$ cat config.mk
export PLATFORM = sky130hd
export DESIGN_NAME = fence_flush_ctrl_mc_flat
export DESIGN_NICKNAME = d
export VERILOG_FILES = /design/src/rtl/fence_flush_ctrl_mc_if.sv /design/src/rtl/fence_flush_ctrl_mc.sv /design/src/flat_wrapper.sv
export SDC_FILE = /design/constraint.sdc
export NUM_CORES = 1
export LEC_CHECK = 0
export CORE_AREA = 4 4 41 43
export CTS_BUF_LIST = sky130_fd_sc_hd__clkbuf_4
export DETAILED_ROUTE_END_ITERATION = 8
export DIE_AREA = 0 0 45 47
export GPL_TIMING_DRIVEN = 0
export PLACE_DENSITY = 0.76
export SYNTH_ARGS = -nofsm -noshare
export SYNTH_HDL_FRONTEND = slang
export SYNTH_SLANG_ARGS = --single-unit
$ cat constraint.sdc
create_clock -name clk_i -period 1.4 [get_ports clk_i]
set_clock_uncertainty 0.2 [all_clocks]
set_input_delay 0.35 -clock clk_i [delete_from_list [all_inputs] [get_ports clk_i]]
set_output_delay 0.35 -clock clk_i [all_outputs]
set_load 0.05 [all_outputs]
$ cat src/rtl/fence_flush_ctrl_mc_if.sv
//==============================================================================
// Module   : fence_flush_ctrl_mc_if
// Brief    : Commit/CSR event and flush-request bundle for fence_flush_ctrl_mc.
// Revision : 1.0 - initial release
//==============================================================================
`default_nettype none

interface fence_flush_ctrl_mc_if #(
  parameter int unsigned NrDCaches = 1
);
  // Events from commit / CSR
  logic                 v_i;
  logic                 resolved_mispredict_i;
  logic                 fence_i;
  logic                 fence_i_i;
  logic                 sfence_vma_i;
  logic                 hfence_vvma_i;
  logic                 hfence_gvma_i;
  logic                 flush_csr_i;
  logic                 flush_commit_i;
  logic                 ex_valid_i;
  logic                 eret_i;
  logic                 set_debug_pc_i;
  logic                 halt_csr_i;
  logic [NrDCaches-1:0] flush_dcache_ack_i;
  logic                 timeout_clr_i;

  // Flush requests towards frontend, issue, EX, TLBs and caches
  logic                 set_pc_commit_o;
  logic                 flush_if_o;
  logic                 flush_unissued_instr_o;
  logic                 flush_id_o;
  logic                 flush_ex_o;
  logic                 flush_bp_o;
  logic                 flush_icache_o;
  logic                 flush_tlb_o;
  logic                 flush_tlb_vvma_o;
  logic                 flush_tlb_gvma_o;
  logic [NrDCaches-1:0] flush_dcache_o;
  logic                 halt_o;
  logic                 fence_done_o;
  logic                 timeout_o;
  logic [NrDCaches-1:0] pending_o;

  modport slave (
    input  v_i, resolved_mispredict_i, fence_i, fence_i_i, sfence_vma_i,
           hfence_vvma_i, hfence_gvma_i, flush_csr_i, flush_commit_i,
           ex_valid_i, eret_i, set_debug_pc_i, halt_csr_i,
           flush_dcache_ack_i, timeout_clr_i,
    output set_pc_commit_o, flush_if_o, flush_unissued_instr_o, flush_id_o,
           flush_ex_o, flush_bp_o, flush_icache_o, flush_tlb_o,
           flush_tlb_vvma_o, flush_tlb_gvma_o, flush_dcache_o, halt_o,
           fence_done_o, timeout_o, pending_o
  );

  modport master (
    output v_i, resolved_mispredict_i, fence_i, fence_i_i, sfence_vma_i,
           hfence_vvma_i, hfence_gvma_i, flush_csr_i, flush_commit_i,
           ex_valid_i, eret_i, set_debug_pc_i, halt_csr_i,
           flush_dcache_ack_i, timeout_clr_i,
    input  set_pc_commit_o, flush_if_o, flush_unissued_instr_o, flush_id_o,
           flush_ex_o, flush_bp_o, flush_icache_o, flush_tlb_o,
           flush_tlb_vvma_o, flush_tlb_gvma_o, flush_dcache_o, halt_o,
           fence_done_o, timeout_o, pending_o
  );
endinterface

`default_nettype wire

$ cat src/rtl/fence_flush_ctrl_mc.sv
//==============================================================================
// Module   : fence_flush_ctrl_mc
// Brief    : Pipeline flush generator plus multi-channel D-cache fence sequencer.
// Revision : 1.0 - initial release
//==============================================================================
`default_nettype none

module fence_flush_ctrl_mc #(
  parameter int unsigned NrDCaches     = 1,
  parameter int unsigned TimeoutCycles = 0,
  parameter bit          WtDcache      = 1'b0,
  parameter bit          RVH           = 1'b1
) (
  input  logic                    clk_i,
  input  logic                    rst_ni,
  fence_flush_ctrl_mc_if.slave    bus
);

  localparam int unsigned c_cnt_w = (TimeoutCycles > 0) ? $clog2(TimeoutCycles + 1) : 1;
  localparam logic [c_cnt_w-1:0] c_cnt_last =
      c_cnt_w'((TimeoutCycles > 0) ? TimeoutCycles - 1 : 0);

  typedef enum logic [1:0] {
    ST_IDLE   = 2'd0,
    ST_DFLUSH = 2'd1,
    ST_DONE   = 2'd2
  } state_e;

  state_e               r_state;
  logic [NrDCaches-1:0] r_pending;
  logic [NrDCaches-1:0] r_flush_dcache;
  logic [c_cnt_w-1:0]   r_cnt;
  logic                 r_fence_done;
  logic                 r_timeout;

  logic [NrDCaches-1:0] w_pending_next;
  logic                 w_fence_req;
  logic                 w_timeout_hit;
  logic                 w_any_fence;

  logic w_set_pc_commit, w_flush_if, w_flush_unissued, w_flush_id, w_flush_ex;
  logic w_flush_bp, w_flush_icache, w_flush_tlb, w_flush_tlb_vvma, w_flush_tlb_gvma;

  // ---------------------------------------------------------------------------
  // Combinational stage flushes; later rules override earlier ones
  // ---------------------------------------------------------------------------
  always_comb begin
    w_set_pc_commit  = 1'b0;
    w_flush_if       = 1'b0;
    w_flush_unissued = 1'b0;
    w_flush_id       = 1'b0;
    w_flush_ex       = 1'b0;
    w_flush_bp       = 1'b0;
    w_flush_icache   = 1'b0;
    w_flush_tlb      = 1'b0;
    w_flush_tlb_vvma = 1'b0;
    w_flush_tlb_gvma = 1'b0;

    w_any_fence = bus.fence_i | bus.fence_i_i | bus.sfence_vma_i
                | (RVH & bus.hfence_vvma_i) | (RVH & bus.hfence_gvma_i)
                | bus.flush_csr_i | bus.flush_commit_i;

    if (bus.resolved_mispredict_i) begin
      w_flush_unissued = 1'b1;
      w_flush_if       = 1'b1;
    end

    if (w_any_fence) begin
      w_set_pc_commit  = 1'b1;
      w_flush_if       = 1'b1;
      w_flush_unissued = 1'b1;
      w_flush_id       = 1'b1;
      w_flush_ex       = 1'b1;
    end

    if (bus.fence_i_i) begin
      w_flush_icache = 1'b1;
    end

    if (bus.sfence_vma_i) begin
      if (RVH && bus.v_i) begin
        w_flush_tlb_vvma = 1'b1;
      end else begin
        w_flush_tlb = 1'b1;
      end
    end

    if (RVH && bus.hfence_vvma_i) begin
      w_flush_tlb_vvma = 1'b1;
    end
    if (RVH && bus.hfence_gvma_i) begin
      w_flush_tlb_gvma = 1'b1;
    end

    // Trap entry/return and debug redirect the PC themselves
    if (bus.ex_valid_i || bus.eret_i || bus.set_debug_pc_i) begin
      w_flush_if       = 1'b1;
      w_flush_unissued = 1'b1;
      w_flush_id       = 1'b1;
      w_flush_ex       = 1'b1;
      w_flush_bp       = 1'b1;
      w_set_pc_commit  = 1'b0;
    end
  end

  // ---------------------------------------------------------------------------
  // D-cache fence sequencer
  // ---------------------------------------------------------------------------
  always_comb begin
    w_pending_next = r_pending & ~bus.flush_dcache_ack_i;
    w_fence_req    = (bus.fence_i | bus.fence_i_i) & ~WtDcache;
    w_timeout_hit  = (TimeoutCycles != 0) && (r_cnt == c_cnt_last);
  end

  always_ff @(posedge clk_i or negedge rst_ni) begin
    if (!rst_ni) begin
      r_state        <= ST_IDLE;
      r_pending      <= '0;
      r_flush_dcache <= '0;
      r_cnt          <= '0;
      r_fence_done   <= 1'b0;
      r_timeout      <= 1'b0;
    end else begin
      r_fence_done <= 1'b0;
      // A timeout set in the DFLUSH branch below overrides this clear
      if (bus.timeout_clr_i) begin
        r_timeout <= 1'b0;
      end

      case (r_state)
        ST_IDLE: begin
          if (w_fence_req) begin
            r_state        <= ST_DFLUSH;
            r_pending      <= '1;
            r_flush_dcache <= '1;
            r_cnt          <= '0;
          end
        end

        ST_DFLUSH: begin
          if (w_pending_next == '0) begin
            r_state        <= ST_DONE;
            r_pending      <= '0;
            r_flush_dcache <= '0;
            r_fence_done   <= 1'b1;
          end else if (w_timeout_hit) begin
            r_state        <= ST_DONE;
            r_pending      <= '0;
            r_flush_dcache <= '0;
            r_fence_done   <= 1'b1;
            r_timeout      <= 1'b1;
          end else begin
            r_pending      <= w_pending_next;
            r_flush_dcache <= w_pending_next;
            r_cnt          <= r_cnt + 1'b1;
          end
        end

        ST_DONE: begin
          r_state <= ST_IDLE;
        end

        default: begin
          r_state        <= ST_IDLE;
          r_pending      <= '0;
          r_flush_dcache <= '0;
        end
      endcase
    end
  end

  // ---------------------------------------------------------------------------
  // Outputs
  // ---------------------------------------------------------------------------
  assign bus.set_pc_commit_o        = w_set_pc_commit;
  assign bus.flush_if_o             = w_flush_if;
  assign bus.flush_unissued_instr_o = w_flush_unissued;
  assign bus.flush_id_o             = w_flush_id;
  assign bus.flush_ex_o             = w_flush_ex;
  assign bus.flush_bp_o             = w_flush_bp;
  assign bus.flush_icache_o         = w_flush_icache;
  assign bus.flush_tlb_o            = w_flush_tlb;
  assign bus.flush_tlb_vvma_o       = w_flush_tlb_vvma;
  assign bus.flush_tlb_gvma_o       = w_flush_tlb_gvma;
  assign bus.flush_dcache_o         = r_flush_dcache;
  assign bus.halt_o                 = bus.halt_csr_i | (r_state != ST_IDLE);
  assign bus.fence_done_o           = r_fence_done;
  assign bus.timeout_o              = r_timeout;
  assign bus.pending_o              = r_pending;

endmodule

`default_nettype wire

$ cat src/flat_wrapper.sv
// flat-port wrapper written by rule: the top's interface ports become plain ports
module fence_flush_ctrl_mc_flat 
#(
  parameter int unsigned NrDCaches     = 1,
  parameter int unsigned TimeoutCycles = 0,
  parameter bit          WtDcache      = 1'b0,
  parameter bit          RVH           = 1'b1
)
  (clk_i, rst_ni, bus_v_i, bus_resolved_mispredict_i, bus_fence_i, bus_fence_i_i, bus_sfence_vma_i, bus_hfence_vvma_i, bus_hfence_gvma_i, bus_flush_csr_i, bus_flush_commit_i, bus_ex_valid_i, bus_eret_i, bus_set_debug_pc_i, bus_halt_csr_i, bus_flush_dcache_ack_i, bus_timeout_clr_i, bus_set_pc_commit_o, bus_flush_if_o, bus_flush_unissued_instr_o, bus_flush_id_o, bus_flush_ex_o, bus_flush_bp_o, bus_flush_icache_o, bus_flush_tlb_o, bus_flush_tlb_vvma_o, bus_flush_tlb_gvma_o, bus_flush_dcache_o, bus_halt_o, bus_fence_done_o, bus_timeout_o, bus_pending_o);
  fence_flush_ctrl_mc_if #(.NrDCaches(NrDCaches)) bus_i ();
  input  logic clk_i;
  input  logic rst_ni;
  input wire logic [$bits(bus_i.v_i)-1:0] bus_v_i;
  input wire logic [$bits(bus_i.resolved_mispredict_i)-1:0] bus_resolved_mispredict_i;
  input wire logic [$bits(bus_i.fence_i)-1:0] bus_fence_i;
  input wire logic [$bits(bus_i.fence_i_i)-1:0] bus_fence_i_i;
  input wire logic [$bits(bus_i.sfence_vma_i)-1:0] bus_sfence_vma_i;
  input wire logic [$bits(bus_i.hfence_vvma_i)-1:0] bus_hfence_vvma_i;
  input wire logic [$bits(bus_i.hfence_gvma_i)-1:0] bus_hfence_gvma_i;
  input wire logic [$bits(bus_i.flush_csr_i)-1:0] bus_flush_csr_i;
  input wire logic [$bits(bus_i.flush_commit_i)-1:0] bus_flush_commit_i;
  input wire logic [$bits(bus_i.ex_valid_i)-1:0] bus_ex_valid_i;
  input wire logic [$bits(bus_i.eret_i)-1:0] bus_eret_i;
  input wire logic [$bits(bus_i.set_debug_pc_i)-1:0] bus_set_debug_pc_i;
  input wire logic [$bits(bus_i.halt_csr_i)-1:0] bus_halt_csr_i;
  input wire logic [$bits(bus_i.flush_dcache_ack_i)-1:0] bus_flush_dcache_ack_i;
  input wire logic [$bits(bus_i.timeout_clr_i)-1:0] bus_timeout_clr_i;
  output wire logic [$bits(bus_i.set_pc_commit_o)-1:0] bus_set_pc_commit_o;
  output wire logic [$bits(bus_i.flush_if_o)-1:0] bus_flush_if_o;
  output wire logic [$bits(bus_i.flush_unissued_instr_o)-1:0] bus_flush_unissued_instr_o;
  output wire logic [$bits(bus_i.flush_id_o)-1:0] bus_flush_id_o;
  output wire logic [$bits(bus_i.flush_ex_o)-1:0] bus_flush_ex_o;
  output wire logic [$bits(bus_i.flush_bp_o)-1:0] bus_flush_bp_o;
  output wire logic [$bits(bus_i.flush_icache_o)-1:0] bus_flush_icache_o;
  output wire logic [$bits(bus_i.flush_tlb_o)-1:0] bus_flush_tlb_o;
  output wire logic [$bits(bus_i.flush_tlb_vvma_o)-1:0] bus_flush_tlb_vvma_o;
  output wire logic [$bits(bus_i.flush_tlb_gvma_o)-1:0] bus_flush_tlb_gvma_o;
  output wire logic [$bits(bus_i.flush_dcache_o)-1:0] bus_flush_dcache_o;
  output wire logic [$bits(bus_i.halt_o)-1:0] bus_halt_o;
  output wire logic [$bits(bus_i.fence_done_o)-1:0] bus_fence_done_o;
  output wire logic [$bits(bus_i.timeout_o)-1:0] bus_timeout_o;
  output wire logic [$bits(bus_i.pending_o)-1:0] bus_pending_o;
  assign bus_i.v_i = bus_v_i;
  assign bus_i.resolved_mispredict_i = bus_resolved_mispredict_i;
  assign bus_i.fence_i = bus_fence_i;
  assign bus_i.fence_i_i = bus_fence_i_i;
  assign bus_i.sfence_vma_i = bus_sfence_vma_i;
  assign bus_i.hfence_vvma_i = bus_hfence_vvma_i;
  assign bus_i.hfence_gvma_i = bus_hfence_gvma_i;
  assign bus_i.flush_csr_i = bus_flush_csr_i;
  assign bus_i.flush_commit_i = bus_flush_commit_i;
  assign bus_i.ex_valid_i = bus_ex_valid_i;
  assign bus_i.eret_i = bus_eret_i;
  assign bus_i.set_debug_pc_i = bus_set_debug_pc_i;
  assign bus_i.halt_csr_i = bus_halt_csr_i;
  assign bus_i.flush_dcache_ack_i = bus_flush_dcache_ack_i;
  assign bus_i.timeout_clr_i = bus_timeout_clr_i;
  assign bus_set_pc_commit_o = bus_i.set_pc_commit_o;
  assign bus_flush_if_o = bus_i.flush_if_o;
  assign bus_flush_unissued_instr_o = bus_i.flush_unissued_instr_o;
  assign bus_flush_id_o = bus_i.flush_id_o;
  assign bus_flush_ex_o = bus_i.flush_ex_o;
  assign bus_flush_bp_o = bus_i.flush_bp_o;
  assign bus_flush_icache_o = bus_i.flush_icache_o;
  assign bus_flush_tlb_o = bus_i.flush_tlb_o;
  assign bus_flush_tlb_vvma_o = bus_i.flush_tlb_vvma_o;
  assign bus_flush_tlb_gvma_o = bus_i.flush_tlb_gvma_o;
  assign bus_flush_dcache_o = bus_i.flush_dcache_o;
  assign bus_halt_o = bus_i.halt_o;
  assign bus_fence_done_o = bus_i.fence_done_o;
  assign bus_timeout_o = bus_i.timeout_o;
  assign bus_pending_o = bus_i.pending_o;
  fence_flush_ctrl_mc #(.NrDCaches(NrDCaches), .TimeoutCycles(TimeoutCycles), .WtDcache(WtDcache), .RVH(RVH)) u_core (.clk_i(clk_i), .rst_ni(rst_ni), .bus(bus_i));
endmodule
==> impl_metrics.env <==
export IMPL_path_clk_slew_ps=40
export IMPL_vias=350
export IMPL_synth_top_family_by_area="simple AND/OR/NAND/NOR gates"
export IMPL_top_layer="met3"
export IMPL_critPathLaunchType="input port"
export IMPL_grt_max_degree=7
export IMPL_r2r_end="u_core.bus.pending_o"
export IMPL_peakVddDrop_v=0.000683
export IMPL_fin_cells=84
export IMPL_nets=87
export IMPL_wl_um=1030
export IMPL_crit_slowest_cell="nor4_4"
export IMPL_post_place_cells=74
export IMPL_ios=32
export IMPL_finalCritPeriodShare=1.28
export IMPL_num_fill_cells=129
export IMPL_post_route_min_period_ps=1790
export IMPL_critPathMaxFanout=3
export IMPL_route_detailed_drc=0
export IMPL_drt_initial_drc_count=1
export IMPL_fmax_ghz=0.558
export IMPL_track_usage=0.0944
export IMPL_wl_met3_um=35
export IMPL_final_max_slew_violation_count=0
export IMPL_cts_max_path_buffers=2
export IMPL_power_mw=1.05
export IMPL_crit_top_cell="buf_6"
export IMPL_initial_utilization=0.217
export IMPL_drt_met1_wl_um=369
export IMPL_finish_utilization=0.525
export IMPL_synth_xor_area_frac=0
export IMPL_max_stage_delay_ps=330
export IMPL_drtAntennaViolNets=0
export IMPL_r2r_slack_ps=70
export IMPL_post_drt_wl_per_cell_um=12.3
export IMPL_reg2reg_depth=4
export IMPL_synth_edff_count=0
export IMPL_synth_compound_area_frac=0.102
export IMPL_final_layout_size_suffix_gt1_frac=0.725
export IMPL_syn_cell_area_um2=283
export IMPL_diodes=0
export IMPL_synth_cell_types=19
export IMPL_crit_type="in -> out"
export IMPL_worstPathRequired_ps=850
export IMPL_hp_class="in -> async"
export IMPL_synthArstFlopShare=1.00
export IMPL_clkSinkCount=4
export IMPL_grt_pass1_wl_um=1430
export IMPL_synth_warnings=0
export IMPL_synthTopCellsByCount="buf_4 (6), dfrtp_1 (4), and3b_1 (2), nand2b_1 (2), nor3_1 (2)"
export IMPL_syn_nets=47
export IMPL_worst_skew_pair_late_latency_ps=230
export IMPL_die_width_um=45
export IMPL_place_gp_congestion=0.603
export IMPL_dp_hpwl_um=835
export IMPL_cts_made_buffers=3
export IMPL_tritoncts="done"
export IMPL_arrival_ps=1240
export IMPL_fin_ws_ps=-391
export IMPL_fin_setup_tns_ps=-2020
export IMPL_end_kind="output pin"
export IMPL_area_growth_pct=142
export IMPL_dr_pass1_iters=4
export IMPL_synth_fa_ha_area_frac=0
export IMPL_die_area_mm2=0.00212
export IMPL_pre_cts_ws_ps=-1400
export IMPL_wl_met2_um=627
export IMPL_r2r_start="u_core.bus.pending_o"
export IMPL_synthMuxAreaShare=0
export IMPL_cpLargestDelayFamily="simple AND/OR/NAND/NOR gates"
export IMPL_status="complete, but fails checks"
export IMPL_die_y_um=47
export IMPL_synth_top_area_frac=0.354
export IMPL_cts_htree_levels=1
export IMPL_rsz0062_at_grt="true"
export IMPL_post_synth_and_or_nand_nor_area_fraction=0.358
export IMPL_cts_root_buf="clkbuf_4"
export IMPL_setup_viol=8
export IMPL_via_per_inst=4.17
export IMPL_synth_area_leaders="dfrtp_1 (35%), buf_4 (16%), and3b_1 (6.2%)"
export IMPL_synth_seq_cells=4
export IMPL_yosysTopAreaCell="dfrtp_1"
export IMPL_coreArea_mm2=0.00130
export IMPL_rows=13
export IMPL_yosysSeqAreaShare=0.354
export IMPL_antenna_found_initial=0
export IMPL_postSynthAreaPerCell_um2=9.43
export IMPL_cp_num_buf_inv=3
export IMPL_grt_overflow_total=0
export IMPL_grt_pass1_vias=363
export IMPL_synth_most_common_cell="buf_4"
export IMPL_maxCapViolations=0
export IMPL_synthCells=30
export IMPL_path_cells="buf_6, nor4_4, nand4b_1, buf_6, buf_8"
export IMPL_portBuffers=29
export IMPL_hold_viol=0
export IMPL_violations="setup timing"
export IMPL_power_density_mw_per_mm2=1530
export IMPL_ys_flop_type="dfrtp_1"
export IMPL_p_leak_nw=0.331
[power breakdown]
group	total [mW]	internal [mW]	switching, mW
Sequential	0.207	0.177	0.0300
Combinational	0.668	0.301	0.367
Clock	0.172	0.126	0.0457
Total	1.05	0.604	0.443
[sequential cells by signal, summed over array words and instances (netlist names)]
name                     count
u_core.bus.fence_done_o      1
u_core.r_state               2
u_core.bus.pending_o         1
[layout by cell type, fill, tap and decap left out, types with 2 or more instances in the layout]
| cell | netlist | layout |
|---|---|---|
| clkbuf_4 | 0 | 5 |
| nand2b_1 | 2 | 2 |
| and3b_1 | 2 | 2 |
| buf_8 | 0 | 3 |
| buf_4 | 6 | 11 |
| buf_2 | 0 | 11 |
| dfrtp_1 | 4 | 3 |
| buf_6 | 0 | 11 |
| clkdlybuf4s50_1 | 0 | 3 |
| nor3_4 | 0 | 2 |
[through the flow]
| stage | hold slack (ps) | cell area [µm²] |
|---|---|---|
| after floorplan | -146 | 313 |
| after global placement | 313 | 622 |
| after detailed placement | 319 | 622 |
| after CTS | 110 | 657 |
| after global routing | 129 | 683 |
| final | 111 | 683 |
[area by class of cell]
cell class / instances / area (µm²) / area share
repair buffers: 36 / 312 / 0.456
well taps: 15 / 18.8 / 0.0275
plain buffers: 5 / 41.3 / 0.0604
flip-flops and latches: 4 / 101 / 0.148
inverters: 1 / 3.75 / 0.00549
multi-input cells: 19 / 176 / 0.258
clock buffers: 4 / 30.0 / 0.0440
[worst max-delay path by stage]
stage,end,slack [ps],depth (start not counted),start
after floorplan,bus_flush_unissued_instr_o,-760,3,bus_fence_i_i
after global placement,bus_flush_unissued_instr_o,-1380,5,bus_fence_i_i
after detailed placement,bus_flush_unissued_instr_o,-1400,5,bus_fence_i_i
after CTS,bus_flush_unissued_instr_o,-390,5,bus_flush_commit_i
after global routing,bus_flush_unissued_instr_o,-420,5,bus_flush_commit_i
final,bus_flush_unissued_instr_o,-390,5,bus_flush_commit_i
[cells by family after synthesis]
| logic type | Yosys count |
|---|---|
| simple gates | 14 |
| buf+inv | 7 |
| compound gates | 4 |
| flops | 4 |
| other cells | 1 |
[repair_timing]
action / 4_1_cts / 5_1_grt
endpoints found under the setup margin: 14 / 9
gates resized for setup: 144 / 3
pin swaps: 7 / 2
buffers inserted: 5 / 2
hold buffers: 0 / 0
cloned: 0 / 0
[metal layers]
layer  vias to the layer above  GRT usage
li1                        178          -
met1                       164      0.103
met2                         8      0.169
met3                         0    0.00766
met4                         0     0.0702
met5                         -          0
Note: power is estimated with default switching activity, not from simulation.
